===== src/rtl/cla_adder_16b.sv =====
// cla_adder_16b: 16-bit carry-lookahead ALU slice with a registered status word.
//   Builds AND, OR, ADD and SUB from a two-level carry-lookahead adder
//   (four 4-bit groups plus a group-carry lookahead unit).
//   Optional feature: define CLA_ADDER_16B_SLT_EN to enable op 3'b111 (set-less-than).
// Ports:
//   clk       - rising-edge clock, used only by the status register
//   reset_n   - asynchronous active-low reset of the status register
//   a, b      - 16-bit operands
//   op        - 000 AND, 001 OR, 010 ADD, 110 SUB, 111 SLT (optional), others reserved
//   flags_we  - status register load enable
//   r         - result (combinational)
//   c_out     - carry out of bit 15 (combinational)
//   overflow  - signed overflow (combinational)
//   zero      - r == 0 (combinational)
//   flags_q   - registered {negative, zero, overflow, c_out}
module cla_adder_16b (
    input  logic        clk,
    input  logic        reset_n,
    input  logic [15:0] a,
    input  logic [15:0] b,
    input  logic [2:0]  op,
    input  logic        flags_we,
    output logic [15:0] r,
    output logic        c_out,
    output logic        overflow,
    output logic        zero,
    output logic [3:0]  flags_q
);

    localparam int unsigned WIDTH   = 16;
    localparam int unsigned GROUP_W = 4;
    localparam int unsigned N_GROUP = WIDTH / GROUP_W;

    localparam logic [2:0] OP_AND = 3'b000;
    localparam logic [2:0] OP_OR  = 3'b001;
    localparam logic [2:0] OP_ADD = 3'b010;
    localparam logic [2:0] OP_SUB = 3'b110;
`ifdef CLA_ADDER_16B_SLT_EN
    localparam logic [2:0] OP_SLT = 3'b111;
`endif

    logic               sub_mode;
    logic [WIDTH-1:0]   b_eff;
    logic [WIDTH-1:0]   g;
    logic [WIDTH-1:0]   p;
    logic [N_GROUP-1:0] grp_g;
    logic [N_GROUP-1:0] grp_p;
    logic [N_GROUP:0]   grp_c;
    logic [WIDTH:0]     c;
    logic [WIDTH-1:0]   sum;
    logic               add_ovf;
    logic [3:0]         flags_d;

    // Subtract (and SLT) invert b and inject carry-in 1.
`ifdef CLA_ADDER_16B_SLT_EN
    assign sub_mode = (op == OP_SUB) || (op == OP_SLT);
`else
    assign sub_mode = (op == OP_SUB);
`endif

    assign b_eff = sub_mode ? ~b : b;
    assign g     = a & b_eff;
    assign p     = a ^ b_eff;

    // Group generate / propagate for each 4-bit group.
    always_comb begin
        grp_g = '0;
        grp_p = '0;
        for (int k = 0; k < int'(N_GROUP); k++) begin
            grp_g[k] = g[4*k+3]
                     | (p[4*k+3] & g[4*k+2])
                     | (p[4*k+3] & p[4*k+2] & g[4*k+1])
                     | (p[4*k+3] & p[4*k+2] & p[4*k+1] & g[4*k]);
            grp_p[k] = p[4*k+3] & p[4*k+2] & p[4*k+1] & p[4*k];
        end
    end

    // Second-level lookahead: every group carry comes straight from carry-in.
    always_comb begin
        grp_c    = '0;
        grp_c[0] = sub_mode;
        grp_c[1] = grp_g[0] | (grp_p[0] & sub_mode);
        grp_c[2] = grp_g[1] | (grp_p[1] & grp_g[0])
                 | (grp_p[1] & grp_p[0] & sub_mode);
        grp_c[3] = grp_g[2] | (grp_p[2] & grp_g[1])
                 | (grp_p[2] & grp_p[1] & grp_g[0])
                 | (grp_p[2] & grp_p[1] & grp_p[0] & sub_mode);
        grp_c[4] = grp_g[3] | (grp_p[3] & grp_g[2])
                 | (grp_p[3] & grp_p[2] & grp_g[1])
                 | (grp_p[3] & grp_p[2] & grp_p[1] & grp_g[0])
                 | (grp_p[3] & grp_p[2] & grp_p[1] & grp_p[0] & sub_mode);
    end

    // Bit carries inside each group, looked ahead from that group's carry-in.
    always_comb begin
        c        = '0;
        c[WIDTH] = grp_c[N_GROUP];
        for (int k = 0; k < int'(N_GROUP); k++) begin
            c[4*k]   = grp_c[k];
            c[4*k+1] = g[4*k] | (p[4*k] & grp_c[k]);
            c[4*k+2] = g[4*k+1] | (p[4*k+1] & g[4*k])
                     | (p[4*k+1] & p[4*k] & grp_c[k]);
            c[4*k+3] = g[4*k+2] | (p[4*k+2] & g[4*k+1])
                     | (p[4*k+2] & p[4*k+1] & g[4*k])
                     | (p[4*k+2] & p[4*k+1] & p[4*k] & grp_c[k]);
        end
    end

    assign sum     = p ^ c[WIDTH-1:0];
    assign add_ovf = c[WIDTH-1] ^ c[WIDTH];

    // Result and flag selection.
    always_comb begin
        r        = '0;
        c_out    = 1'b0;
        overflow = 1'b0;
        case (op)
            OP_AND: r = a & b;
            OP_OR:  r = a | b;
            OP_ADD, OP_SUB: begin
                r        = sum;
                c_out    = c[WIDTH];
                overflow = add_ovf;
            end
`ifdef CLA_ADDER_16B_SLT_EN
            OP_SLT: begin
                // Signed less-than: true sign of a-b is sum sign corrected by overflow.
                r        = {15'b0, sum[WIDTH-1] ^ add_ovf};
                c_out    = c[WIDTH];
                overflow = add_ovf;
            end
`endif
            default: begin
                r        = '0;
                c_out    = 1'b0;
                overflow = 1'b0;
            end
        endcase
    end

    assign zero = (r == 16'h0000);

    // Status register next state.
    always_comb begin
        flags_d = flags_q;
        if (flags_we) begin
            flags_d = {r[WIDTH-1], zero, overflow, c_out};
        end
    end

    always_ff @(posedge clk or negedge reset_n) begin
        if (!reset_n) begin
            flags_q <= 4'b0000;
        end else begin
            flags_q <= flags_d;
        end
    end

endmodule


===== config.mk =====
export PLATFORM = sky130hd
export DESIGN_NAME = cla_adder_16b
export DESIGN_NICKNAME = d
export VERILOG_FILES = /design/src/rtl/cla_adder_16b.sv
export SDC_FILE = /design/constraint.sdc
export NUM_CORES = 1
export LEC_CHECK = 0
export ABC_CLOCK_PERIOD_IN_PS = 12100
export CORE_ASPECT_RATIO = 2
export CORE_MARGIN = 10
export CORE_UTILIZATION = 48
export CTS_CLUSTER_SIZE = 25
export DETAILED_ROUTE_END_ITERATION = 8
export PLACE_DENSITY = 0.84
export SYNTH_ARGS = -nofsm -noshare
export SYNTH_HDL_FRONTEND = slang
export SYNTH_SLANG_ARGS = --single-unit

===== constraint.sdc =====
create_clock -name clk -period 12.1 [get_ports clk]
set_input_delay 2.42 -clock clk [delete_from_list [all_inputs] [get_ports clk]]
set_output_delay 2.42 -clock clk [all_outputs]
set_load 0.05 [all_outputs]

==> flow_summary.json <==
{
  "numCtsBuffers": 3,
  "drive_gt1_share_pct": 6.773,
  "grtUsageTotal_pct": 17.26,
  "drtIter0Drc": 40,
  "final_cell_mix": "60 x clkdlybuf4s50_1, 21 x xnor2_1, 18 x ha_1",
  "whs_ns": 0.4880,
  "via_per_inst": 6.167,
  "grt_use_met1_pct": 15.35,
  "largest_reg_flops": 4,
  "combPwrFrac_pct": 77.5,
  "met3_usage_pct": 4.293,
  "post-route-period-util_pct": 87.78,
  "drv_slew": 0,
  "synth_edf_count": 0,
  "reg2reg_slack_ns": 11.36,
  "crit_type": "primary input to output pin",
  "switching_share_pct": 49.21,
  "arrival_ns": 8.20,
  "worst_slew_pin_slew_ns": 1.049,
  "grt_pass1_wl_um": 8466,
  "synthCells": 193,
  "yosysWarnings": 0,
  "wirelength_um": 5091,
  "yosysSeqAreaShare_pct": 6.441,
  "async_reset_ff_share_pct": 100.0,
  "num_vias": 1739,
  "area_delta_synth_final_pct": 42.59,
  "num_io_pins": 61,
  "cp-end-kind": "output pin",
  "n_antenna_cell": 0,
  "max_freq_mhz": 94.15,
  "cts_resized": 0,
  "portBuffers": 60,
  "gp_routability_congestion": 0.9065,
  "yosysTopAreaCell": "ha_1",
  "core-area_um2": 3157,
  "cp.required_ns": 9.68,
  "top_register": "flags_q",
  "reg2reg_to": "flags_q[1]",
  "grt.met2_usage_pct": 32.80,
  "ctsHoldBuffers": 0,
  "cts_root_buf": "clkbuf_8",
  "synthFlopType": "dfrtp_1",
  "cts_buffer_depth": 2,
  "rsz0062_at_grt": "no",
  "dieHeight_um": 100.5,
  "start_kind": "primary input",
  "cts-htree-levels": 1,
  "row_count": 29,
  "finalSetupViolations": 0,
  "dp_hpwl_um": 4311,
  "reg2reg_depth": 1,
  "seq_power_share_pct": 7.9,
  "status": "completed",
  "cts.sinks": 4,
  "top_usage_layer": "met2",
  "path_clk_slew_ns": 0.03,
  "final_nets": 312,
  "post_cts_buffers": 0,
  "insertion_delay_ns": 0.22,
  "wl_per_cell_um": 18.05,
  "reg.largest.list": "flags_q (4)",
  "clockPowerShare_pct": 14.6,
  "fin_util_pct": 70.19,
  "hold_path_class": "flip-flop to flip-flop",
  "drt_drc_violations_left": 0,
  "p_leak_nw": 0.8798,
  "synth_top_area_share_pct": 14.49,
  "ant_nets": 0,
  "synth.cell_area_um2": 1554,
  "synth_nets": 252,
  "p_per_area_nw_per_um2": 87.29,
  "fin_crit_ns": 10.62,
  "final_common_cell": "clkdlybuf4s50_1",
  "critPathLaunch": "op[0]",
  "grt_pass1_vias": 1899,
  "yosysUniqueCellTypes": 54,
  "initial_core_util_pct": 49.23,
  "vdd_drop_max_v": 0.00008553,
  "worstReg2RegStart": "flags_q[1]",
  "yosys-top-cells-area": "ha_1 14%, xnor2_1 12%, dfrtp_1 6.4%",
  "setup-tns-final_ns": 0,
  "critPathCapture": "zero",
  "hold_viol": 0,
  "maxCapViolCount": 0,
  "switchingPower_w": 0.00009518,
  "grt_max_degree": 23,
  "dieArea_um2": 6052,
  "crit_fanout": 22,
  "antenna_found_initial": 0,
  "synth_seq_cells": 4,
  "fill_cells": 276,
  "finClkSkew_ns": 0,
  "relSlewSlack_pct": 29.78,
  "synth_area_per_cell_um2": 8.052,
  "overflow": 0,
  "die_w_um": 60.24,
  "tritoncts": "yes",
  "dr.pass1.iters": 4,
  "p_int_w": 0.00009824
}
## critical path, cell delays in order
cell and delay [ns]:
clkdlybuf4s50_1 0.40, buf_4 0.22, nor2b_1 0.42, nand2_1 0.66, xnor2_1 0.32, ha_1 0.41
nand3_1 0.13, a21o_1 0.24, a211oi_2 0.32, nor2_1 0.11, fa_1 0.41, xor2_1 0.19
a2bb2oi_1 0.23, o211ai_1 0.12, nor4_1 0.20, and4bb_2 0.30, nand4bb_4 0.12, nor3_1 0.14
clkdlybuf4s50_1 0.84
## per-layer routing
metal | wire, µm | share of wire, %
met1 | 1622 | 32
met2 | 2872 | 56
met3 | 377 | 7.4
met4 | 218 | 4.3
met5 | 0 | 0
## cell type report
| cell class | count | area, µm² | share of cell area [%] |
|---|---|---|---|
| Multi-Input combinational cell | 170 | 1379 | 62.22 |
| Timing Repair Buffer | 61 | 608.1 | 27.44 |
| Sequential cell | 4 | 100.1 | 4.517 |
| Inverter | 13 | 48.80 | 2.202 |
| Clock buffer | 3 | 41.29 | 1.863 |
| Tap cell | 31 | 38.79 | 1.750 |
## stage by stage
step | power (W) | std cells | worst slack (ns) | cell area, µm²
floorplan | 0.0001166 | 193 | 2.034 | 1554
global placement | 0.0001632 | 279 | 1.712 | 2175
detailed placement | 0.0001652 | 279 | 1.487 | 2175
CTS | 0.0001947 | 282 | 1.469 | 2216
global route | 0.0002073 | 282 | 1.079 | 2216
finish | 0.0001934 | 282 | 1.479 | 2216
## power groups by stage
stage               clock network [W]  registers [W]  logic [W]
CTS                         0.0000290      0.0000152   0.000150
detailed placement                  0      0.0000154   0.000150
global placement                    0      0.0000153   0.000148
global route                0.0000307      0.0000154   0.000161
finish                      0.0000283      0.0000152   0.000150
floorplan                           0      0.0000196  0.0000971
## cells by family after synthesis
| kind of cell | synth area share [%] |
|---|---|
| compound gates | 26.41 |
| simple gates | 16.43 |
| flops | 6.441 |
| xor+xnor | 14.65 |
| buf+inv | 4.831 |
| mux | 5.716 |
| fa+ha+maj | 25.52 |
## synth_stat cells (all sizes together), types with 4 or more instances
master  number
nand3        5
o22ai        4
nor2        11
nand2       14
a21oi       11
xnor2       21
inv         13
mux2         4
maj3        11
xor2         5
mux2i        4
ha          18
o21ai       17
nor3         4
dfrtp        4
## how the worst min path moves through the flow
stage,startpoint,to,slack (ns),depth (start not counted)
after floorplan,flags_q[2],flags_q[2],0.79,2
after global placement,flags_q[2],flags_q[2],0.47,2
after detailed placement,flags_q[2],flags_q[2],0.48,2
after CTS,flags_q[2],flags_q[2],0.49,2
after global routing,flags_q[2],flags_q[2],0.53,2
final,flags_q[2],flags_q[2],0.49,2
Power figures use the tool's default switching activity.
